==> src/rtl/amstrad_audio_mixer.sv <==
// ---------------------------------------------------------------------------
// amstrad_audio_mixer
//   Time-multiplexed stereo mixer for PSG-style tone channels. Each ce strobe
//   captures the channel samples, the effective gains and the mute flag. The
//   mixer then adds one channel per clock into a left and a right accumulator.
//   It finishes by presenting shifted, saturated, registered outputs together
//   with a one-cycle valid pulse.
//
// Parameters
//   NCH   number of input channels (1..8)
//   IW    bits per unsigned channel sample
//   OW    bits per output sample
//   SHIFT right shift applied to each accumulator before saturation
//
// Ports
//   clk      system clock
//   reset    synchronous, active-high reset
//   ce       sample strobe, starts one mix pass when idle
//   ch_in    packed channel samples, channel k at [k*IW +: IW]
//   gain_l   packed 3-bit left gains, channel k at [k*3 +: 3]
//   gain_r   packed 3-bit right gains, same packing as gain_l
//   mode     0/3 per-channel gains, 1 mono, 2 legacy ABC
//   mute     zeroes both outputs of the pass it is captured with
//   out_l    registered left sample
//   out_r    registered right sample
//   valid    one-cycle pulse when out_l/out_r update
//   busy     high while a pass is in progress (ACC and DONE)
//   overrun  sticky, set by ce while busy, cleared only by reset
// ---------------------------------------------------------------------------
module amstrad_audio_mixer #(
    parameter int unsigned NCH   = 3,
    parameter int unsigned IW    = 8,
    parameter int unsigned OW    = 8,
    parameter int unsigned SHIFT = 3
) (
    input  logic              clk,
    input  logic              reset,
    input  logic              ce,
    input  logic [NCH*IW-1:0] ch_in,
    input  logic [NCH*3-1:0]  gain_l,
    input  logic [NCH*3-1:0]  gain_r,
    input  logic [1:0]        mode,
    input  logic              mute,
    output logic [OW-1:0]     out_l,
    output logic [OW-1:0]     out_r,
    output logic              valid,
    output logic              busy,
    output logic              overrun
);

    // The accumulator is wide enough for NCH full-scale products, so it can never wrap.
    localparam int unsigned PW = IW + 3;
    localparam int unsigned AW = IW + 3 + $clog2(NCH + 1);
    localparam int unsigned XW = (NCH > 1) ? $clog2(NCH) : 1;
    localparam int unsigned CW = (AW > OW) ? AW : OW;

    typedef enum logic [1:0] {
        ST_IDLE,
        ST_ACC,
        ST_DONE
    } state_t;

    state_t            state_q;
    logic [IW-1:0]     snap_ch_q [NCH];
    logic [2:0]        snap_gl_q [NCH];
    logic [2:0]        snap_gr_q [NCH];
    logic              snap_mute_q;
    logic [XW-1:0]     idx_q;
    logic [AW-1:0]     acc_l_q;
    logic [AW-1:0]     acc_r_q;
    logic [OW-1:0]     out_l_q;
    logic [OW-1:0]     out_r_q;
    logic              valid_q;
    logic              busy_q;
    logic              overrun_q;

    logic [2:0]        eff_gl [NCH];
    logic [2:0]        eff_gr [NCH];
    logic [PW-1:0]     prod_l;
    logic [PW-1:0]     prod_r;
    logic [AW-1:0]     acc_l_d;
    logic [AW-1:0]     acc_r_d;
    logic [OW-1:0]     out_l_d;
    logic [OW-1:0]     out_r_d;
    logic              last_ch;

    // The mode is resolved into per-channel gains here, so the snapshot stores the final gains.
    always_comb begin
        for (int unsigned k = 0; k < NCH; k++) begin
            eff_gl[k] = gain_l[k*3 +: 3];
            eff_gr[k] = gain_r[k*3 +: 3];
            case (mode)
                2'd1: begin
                    eff_gl[k] = 3'd2;
                    eff_gr[k] = 3'd2;
                end
                2'd2: begin
                    eff_gl[k] = 3'd0;
                    eff_gr[k] = 3'd0;
                    if (k == 0) begin
                        eff_gl[k] = 3'd4;
                    end else if (k == 1) begin
                        eff_gl[k] = 3'd2;
                        eff_gr[k] = 3'd2;
                    end else if (k == 2) begin
                        eff_gr[k] = 3'd4;
                    end
                end
                default: ;
            endcase
        end
    end

    function automatic logic [OW-1:0] saturate(input logic [AW-1:0] a);
        logic [CW-1:0] s;
        s = CW'(a >> SHIFT);
        if (s > CW'((64'd1 << OW) - 64'd1)) begin
            return '1;
        end
        return OW'(s);
    endfunction

    // The final accumulator value (including the last channel) feeds the output
    // registers directly, so the result lands on the same edge that enters DONE.
    always_comb begin
        prod_l  = PW'(snap_ch_q[idx_q]) * PW'(snap_gl_q[idx_q]);
        prod_r  = PW'(snap_ch_q[idx_q]) * PW'(snap_gr_q[idx_q]);
        acc_l_d = acc_l_q + AW'(prod_l);
        acc_r_d = acc_r_q + AW'(prod_r);
        out_l_d = snap_mute_q ? '0 : saturate(acc_l_d);
        out_r_d = snap_mute_q ? '0 : saturate(acc_r_d);
        last_ch = (idx_q == XW'(NCH - 1));
    end

    always_ff @(posedge clk) begin
        if (reset) begin
            state_q     <= ST_IDLE;
            idx_q       <= '0;
            acc_l_q     <= '0;
            acc_r_q     <= '0;
            out_l_q     <= '0;
            out_r_q     <= '0;
            valid_q     <= 1'b0;
            busy_q      <= 1'b0;
            overrun_q   <= 1'b0;
            snap_mute_q <= 1'b0;
            for (int unsigned k = 0; k < NCH; k++) begin
                snap_ch_q[k] <= '0;
                snap_gl_q[k] <= '0;
                snap_gr_q[k] <= '0;
            end
        end else begin
            valid_q <= 1'b0;
            case (state_q)
                ST_IDLE: begin
                    if (ce) begin
                        for (int unsigned k = 0; k < NCH; k++) begin
                            snap_ch_q[k] <= ch_in[k*IW +: IW];
                            snap_gl_q[k] <= eff_gl[k];
                            snap_gr_q[k] <= eff_gr[k];
                        end
                        snap_mute_q <= mute;
                        acc_l_q     <= '0;
                        acc_r_q     <= '0;
                        idx_q       <= '0;
                        busy_q      <= 1'b1;
                        state_q     <= ST_ACC;
                    end
                end
                ST_ACC: begin
                    if (ce) begin
                        overrun_q <= 1'b1;
                    end
                    acc_l_q <= acc_l_d;
                    acc_r_q <= acc_r_d;
                    if (last_ch) begin
                        out_l_q <= out_l_d;
                        out_r_q <= out_r_d;
                        valid_q <= 1'b1;
                        state_q <= ST_DONE;
                    end else begin
                        idx_q <= idx_q + 1'b1;
                    end
                end
                ST_DONE: begin
                    if (ce) begin
                        overrun_q <= 1'b1;
                    end
                    busy_q  <= 1'b0;
                    state_q <= ST_IDLE;
                end
                default: begin
                    state_q <= ST_IDLE;
                end
            endcase
        end
    end

    assign out_l   = out_l_q;
    assign out_r   = out_r_q;
    assign valid   = valid_q;
    assign busy    = busy_q;
    assign overrun = overrun_q;

endmodule

==> config.mk <==
export PLATFORM = sky130hd
export DESIGN_NAME = amstrad_audio_mixer
export DESIGN_NICKNAME = d
export VERILOG_FILES = /design/src/rtl/amstrad_audio_mixer.sv
export SDC_FILE = /design/constraint.sdc
export NUM_CORES = 1
export LEC_CHECK = 0
export ABC_AREA = 1
export CAP_MARGIN = 10
export CELL_PAD_IN_SITES_DETAIL_PLACEMENT = 1
export CELL_PAD_IN_SITES_GLOBAL_PLACEMENT = 2
export CORE_ASPECT_RATIO = 1.2
export CORE_UTILIZATION = 33
export DETAILED_ROUTE_END_ITERATION = 10
export PLACE_DENSITY = 0.84
export REMOVE_ABC_BUFFERS = 1
export SKIP_CTS_REPAIR_TIMING = 1
export SYNTH_ARGS = -nofsm -noshare
export SYNTH_HDL_FRONTEND = slang
export SYNTH_SLANG_ARGS = --single-unit
==> constraint.sdc <==
create_clock -name clk -period 4.5 [get_ports clk]
set_clock_uncertainty 0.1 [all_clocks]
set_input_delay 0.9 -clock clk [delete_from_list [all_inputs] [get_ports clk]]
set_output_delay 0.9 -clock clk [all_outputs]
set_load 0.01 [all_outputs]
After elaboration in Yosys (flattened, before gate mapping):

Memory sizes are Yosys's and may differ from the RTL's. A register that Yosys moved wholly into a read port is not among the register bits.
Cells that the tools add are included.

* memories: 3
* bits in registers: 50
* output and inout bits: 19
* memory bits (writable): 42
* logic and storage cells: 98
* bits of input ports: 48

Memories
* snap_ch_q: words 3, bits a word 8, read ports 1, clocked after Yosys merged registers in 1, wr ports 3, RTL line 64 `logic [IW-1:0] snap_ch_q [NCH];`
* snap_gl_q: words 3, bits a word 3, read ports 1, clocked after Yosys merged registers in 1, wr ports 3, RTL line 65 `logic [2:0] snap_gl_q [NCH];`
* snap_gr_q: words 3, bits a word 3, read ports 1, clocked after Yosys merged registers in 1, wr ports 3, RTL line 66 `logic [2:0] snap_gr_q [NCH];`

* bitwise gates (word level): 10
* $mul: 2
* eq/ne operators: 8
* muxes and demuxes: 47
* reductions and logical operators: 13
* order comparisons: 2
* add/subtract/negate cells: 3

Operators with widths (count)
* $mux 8: 9
* $pmux 13 s2: 2
* $add 13x11->13: 2
* $mux 3: 8
* $pmux 3 s2: 4
* $mul 8x3->11: 2
* $gt 10x8->1 const B: 2
* $mux 2: 10
* $mux 13: 1
* $reduce_and 2->1: 6
* $mux 1: 10
* $or 1x1->1: 9
* $pmux 2 s2: 2
* $eq 2x2->1 const B: 3
* $ne 2x2->1 const B: 3
* $reduce_or 2->1: 3
* $eq 2x1->1 const B: 2
* $reduce_bool 2->1: 2
* $reduce_and 3->1: 1
* $add 2x1->2 const B: 1
* $logic_not 2->1: 1
* $pmux 1 s2: 1
* $not 1->1: 1

Longest topological paths before layout:

Gate-level depths: netlist of run 1.

* word-level depth: 6
* mapped depth: 22

Worst setup path after synthesis of run 1:

No wires, ideal clock.

* path type: flip-flop to flip-flop
* from: register (tool-made name)
* to: register out_r_q[3] (netlist: out_r[3])
* setup time: 0.132 ns
* arrival: 3.334 ns
* path slack: 0.934 ns
* data required time: 4.268 ns
* stages on the path, launching flop included: 20
* cell sequence: dfxtp_1 > buf_2 > or2_2 > o211ai_1 > o21ai_0 > inv_1 > nor2_1 > fa_1 > inv_1 > fa_1 > inv_1 > ha_1 > nand2_1 > nand3_2 > nand3_1 > nand4_1 > nand2_2 > nand3_1 > nand2_1 > a21oi_1

RTL lines
* end signal, assigned: RTL line 178 `out_r_q <= out_r_d;`
* end, declared: RTL line 72 `logic [OW-1:0] out_r_q;`

==> results of run 1 <==
==> stage by stage <==
step / utilization, % / setup slack, ns
after floorplan: - / 0.8381
after global placement: 38.53 / 0.3508
after detailed placement: 38.53 / 0.2894
after CTS: 40.19 / 0.2872
after global routing: 40.25 / 0.005200
final: 40.25 / 0.3603
==> final cells by class <==
class | instances | area [µm²]
sequential | 94 | 2302
clock inverter | 7 | 87.58
fill | 2335 | 11220
inverter | 196 | 735.7
tap | 256 | 320.3
multi-input combinational | 545 | 3191
clock buffer | 9 | 225.2
timing repair buffer | 72 | 700.7
==> critical path: cells and delay by family, from the launching register on <==
family / cells / cell delay, ns
flops: 1 / 0.31
simple gates: 7 / 0.77
compound gates: 4 / 0.72
buf+inv: 5 / 0.69
fa+ha+maj: 3 / 1.42
==> power by group through the flow <==
| stage | logic, W | clock network [W] | registers (W) |
|---|---|---|---|
| floorplan | 0.000400 | 0 | 0.000971 |
| global placement | 0.000586 | 0 | 0.000973 |
| detailed placement | 0.000595 | 0 | 0.000974 |
| CTS | 0.000600 | 0.000839 | 0.000955 |
| global route | 0.000682 | 0.000869 | 0.000959 |
| finish | 0.000588 | 0.000817 | 0.000954 |
==> sequential cells by signal, indices dropped and copies added (netlist names), named ones only <==
signal       count
snap_ch_q       24
acc_l_q         13
acc_r_q         13
snap_gl_q        9
snap_gr_q        9
out_l            8
out_r            8
idx_q            2
state_q          2
busy             1
overrun          1
snap_mute_q      1
valid            1
==> routing by layer <==
layer / part of all wire [%] / GRT usage (%) / vias up
met1: 46 / 21.51 / 2394
li1: - / - / 2743
met3: 2.0 / 1.715 / 16
met4: 1.8 / 5.602 / 0
met2: 50 / 30.09 / 70
met5: 0 / 0 / -
==> worst paths after layout <==
kind	cells after the start	from	endpoint
hold reg to reg	2	out_r[7]	out_r[7]
setup / recovery	19	register	out_l[2]
hold / removal	2	out_r[7]	out_r[7]
setup reg to reg	19	register	out_l[2]
==> cells by family after synthesis <==
logic type      count (synthesis)  share of synthesized area [%]
flops                          94                          36.52
simple gates                  376                          24.53
buf+inv                       215                          12.94
fa+ha+maj                      64                          16.27
compound gates                 93                          8.077
xor+xnor                       12                          1.667
==> placed cells by master (no fill, tap or decap), types with 30 or more instances in the layout <==
master / instances
nor2_1: 114
nand2_1: 187
ha_1: 34
nand3_1: 50
dfxtp_1: 52
a21oi_1: 50
fa_1: 30
edfxtp_1: 42
clkdlybuf4s50_1: 65
inv_1: 192
==> impl_metrics.yaml, run 1 <==
timing:
  finalSetupViolations: 0
  fin_crit_ns: 4.140
  tightest_slew_ns: 0.9260
  hold_viol: 0
  fmax_mhz: 241.6
  holdWs_ns: 0.3636
  tns_ns: 0
  fin_crit_sh_pct: 91.99
  rsz0062_at_grt: "no"
  slew_violations: 0
  slew_headroom_pct: 38.20
critical_path:
  crit_path_cell_trace: "buf_4 -> inv_1 -> o211ai_1 -> o21ai_0 -> inv_1 -> nor2_1 -> fa_1 -> inv_1 -> fa_1 -> inv_1 -> ha_1 -> a21oi_1 -> nand2_1 -> nand2_1 -> nand4_1 -> nand2_2 -> nand3_1 -> nand2_1 -> a21oi_1"
  critPathCaptureType: "register"
  cpMostUsedCell: "inv_1"
  crit_arrival_ns: 4.26
  crit_fanout: 15
  ff2ff_setup_slack_ns: 0.36
  max_stage_delay_ns: 0.55
  worstSetupPathType: "register to register"
  crit_slowest_cell: "fa_1"
  cp-start-kind: "register"
  cp.required_ns: 4.62
clock_network:
  clk_latency_ns: 0.35
  numCtsBuffers: 9
  cts.sinks: 94
  root_buffer: "clkbuf_16"
  htree_levels: 3
  clockBufferDepth: 2
  cts_tree: "yes"
  path_clk_slew_ns: 0.08
min_path:
  hp-class: "register to register"
power:
  power.internal_w: 0.001603
  p_leak_nw: 3.615
  vdd_drop_max_mv: 0.1777
  comb_power_share_pct: 24.9
  seq_power_share_pct: 40.5
  power_density_nw_per_um2: 311.9
  power_w: 0.002359
  p_clk_share_pct: 34.6
  switching_share_pct: 32.03
  netSwitchingPower_w: 0.0007555
global_routing:
  grt_pass1_vias: 5478
  gr-total-overflow: 0
  grt_max_degree: 49
  grt_util_all_layers_pct: 17.04
  antenna_found_initial: 0
  grt_pass1_wl_um: 26310
run:
  maxCapViolations: 0
detailed_routing:
  detail_route.wl_per_cell_um: 13.09
  drc: 0
  viasPerCell: 4.430
  totalWireLength_um: 15430
  postRouteAntennaNets: 0
  vias: 5223
  drt_pre_antenna_iters: 4
  drt_iter0_drc: 147
floorplan:
  dieArea_um2: 19660
  die_x_um: 128.2
  fp.dieH_um: 153.4
  core_area_um2: 18790
  io_pins: 67
  row_count: 55
  start_util_pct: 33.56
synthesis:
  synth_cell_types: 27
  yosysTopAreaCell: "edfxtp_1"
  synthTopCellsByArea: "edfxtp_1 (20%), dfxtp_1 (17%), inv_1 (12%), nand2_1 (11%), fa_1 (9.5%)"
  syn_inst: 854
  synthTopCellsByCount: "inv_1 (194), nand2_1 (187), nor2_1 (114)"
  syn-mean-instance-area_um2: 7.383
  async_flop_share_pct: 0
  synth_flop_cell: "dfxtp_1"
  syn-cell-area_um2: 6305
  yosys_warnings: 0
  synth_edf_count: 42
  synth_seq_cells: 94
  yosysMostFrequentCell: "inv_1"
  yosysSeqAreaShare_pct: 36.52
  yosys.area.top_type_share_pct: 20.00
outcome:
  status: "complete, no violations"
placement:
  hpwl_um: 12250
  io_buffers: 66
  gp_congestion: 0.7895
  placed_area_um2: 7238
  place_inst: 1162
finish:
  nets: 1030
  fin_cells: 1179
  drive_above_1_share_pct: 4.767
  area_growth_pct: 19.94
  insertedDiodeCount: 0
  stdcell_area_um2: 7562
Note: power is estimated with default switching activity, not from simulation.
==> run 2: changes to the inputs <==
SLEW_MARGIN = 20   (was default)
==> impl_metrics.yaml, run 2 (synthesis gave the netlist of run 1 again) <==
finish:
  fillers: 2360
  drive_above_1_share_pct: 5.394
  mostFrequentLayoutCells: "inv_1 (192), nand2_1 (187), nor2_1 (113), clkdlybuf4s50_1 (65), dfxtp_1 (52)"
  reg_top3: "snap_ch_q x24, acc_l_q x13, acc_r_q x13"
  final_common_cell: "inv_1"
  nets: 1034
  insertedDiodeCount: 0
  largest-register: "snap_ch_q"
  fin_cells: 1183
  area_growth_pct: 20.48
  multiInputGateArea_um2: 3201
  regArea_um2: 2302
  largest_reg_flops: 24
global_routing:
  grt_util_all_layers_pct: 17.05
  grt_pass1_wl_um: 26210
  antenna_found_initial: 0
  grt_pass1_vias: 5448
  gr-total-overflow: 0
  grt_max_degree: 49
placement:
  hpwl_um: 12250
  place_inst: 1162
  io_buffers: 66
  gp_congestion: 0.7895
clock_network:
  htree_levels: 3
  numCtsBuffers: 9
  clk_latency_ns: 0.36
  cts.sinks: 94
  clockBufferDepth: 2
  root_buffer: "clkbuf_16"
  cts_tree: "yes"
  path_clk_slew_ns: 0.07
timing:
  fin_crit_sh_pct: 92.58
  tightest_slew_ns: 0.9378
  fmax_mhz: 240.0
  rsz0062_at_grt: "no"
  hold_viol: 0
  slew_headroom_pct: 37.41
  fin_crit_ns: 4.166
  tns_ns: 0
  slew_violations: 0
  finalSetupViolations: 0
power:
  vdd_drop_max_mv: 0.1851
  power_density_nw_per_um2: 309.4
  p_leak_nw: 3.626
floorplan:
  start_util_pct: 33.56
  row_count: 55
  core_area_um2: 18790
  dieArea_um2: 19660
  die_x_um: 128.2
  io_pins: 67
  fp.dieH_um: 153.4
detailed_routing:
  detail_route.wl_per_cell_um: 13.18
  drt_pre_antenna_iters: 4
  totalWireLength_um: 15590
  drc: 0
  postRouteAntennaNets: 0
  drt_iter0_drc: 155
  vias: 5251
  viasPerCell: 4.439
run:
  maxCapViolations: 0
critical_path:
  cp.required_ns: 4.62
  crit_arrival_ns: 4.29
  cp-start-kind: "register"
  critPathCaptureType: "register"
  crit_fanout: 15
  worstSetupPathType: "register to register"
min_path:
  hold_start: "out_r[7]"
  hp-class: "register to register"
outcome:
  status: "complete, no violations"
## run 2: where the power goes
group          internal (W)  switching (W)
clock              0.000439       0.000361
combinational      0.000223       0.000371
sequential         0.000940      0.0000151
## run 2: area by class of cell
type / count / area share [%]
clock buffers: 9 / 2.965
clock inverters: 7 / 1.054
inverters: 196 / 9.735
multi-input cells: 545 / 42.13
flip-flops and latches: 94 / 30.31
well taps: 256 / 4.217
repair buffers: 76 / 9.587
## run 2: layer usage
metal | global-route usage [%] | wire length [µm] | vias up
met5 | 0 | 0 | -
met4 | 5.266 | 257 | 0
met3 | 2.380 | 256 | 16
met2 | 29.96 | 7764 | 60
met1 | 21.36 | 7313 | 2418
li1 | - | - | 2757
## run 2: path summary, 6_finish.rpt
kind / end / slack [ns] / cells after the start
max: out_l[1] / 0.33 / 20
min: out_r[7] / 0.36 / 2
max reg2reg: out_l[1] / 0.33 / 20
min reg2reg: out_r[7] / 0.36 / 2
## run 2: worst max-delay path, cell delays in order, from the launching register on
cell and delay (ns):
dfxtp_1 0.31, buf_4 0.18, clkinvlp_4 0.16, buf_2 0.19, o211ai_1 0.15, o21ai_0 0.16
inv_1 0.23, nor2_1 0.08, fa_1 0.49, inv_1 0.06, fa_1 0.51, inv_1 0.04
ha_1 0.36, a21oi_1 0.27, nand2_1 0.09, nand2_1 0.10, nand4_1 0.12, nand2_2 0.19
nand3_1 0.10, nand2_1 0.07, a21oi_1 0.06
## run 2: through the flow
step | utilization (%) | hold WS (ns) | power [W] | setup slack [ns] | cell area (µm²)
6_report | 40.43 | 0.3624 | 0.002350 | 0.3337 | 7596
5_1_grt | 40.43 | 0.3785 | 0.002502 | 0.01350 | 7596
4_1_cts | 40.17 | 0.3695 | 0.002384 | 0.3111 | 7546
3_5_place_dp | 38.54 | 0.3575 | 0.001570 | 0.3036 | 7241
3_3_place_gp | 38.53 | 0.3520 | 0.001559 | 0.3508 | 7238
2_1_floorplan | - | 0.3349 | 0.001371 | 0.8381 | 6225
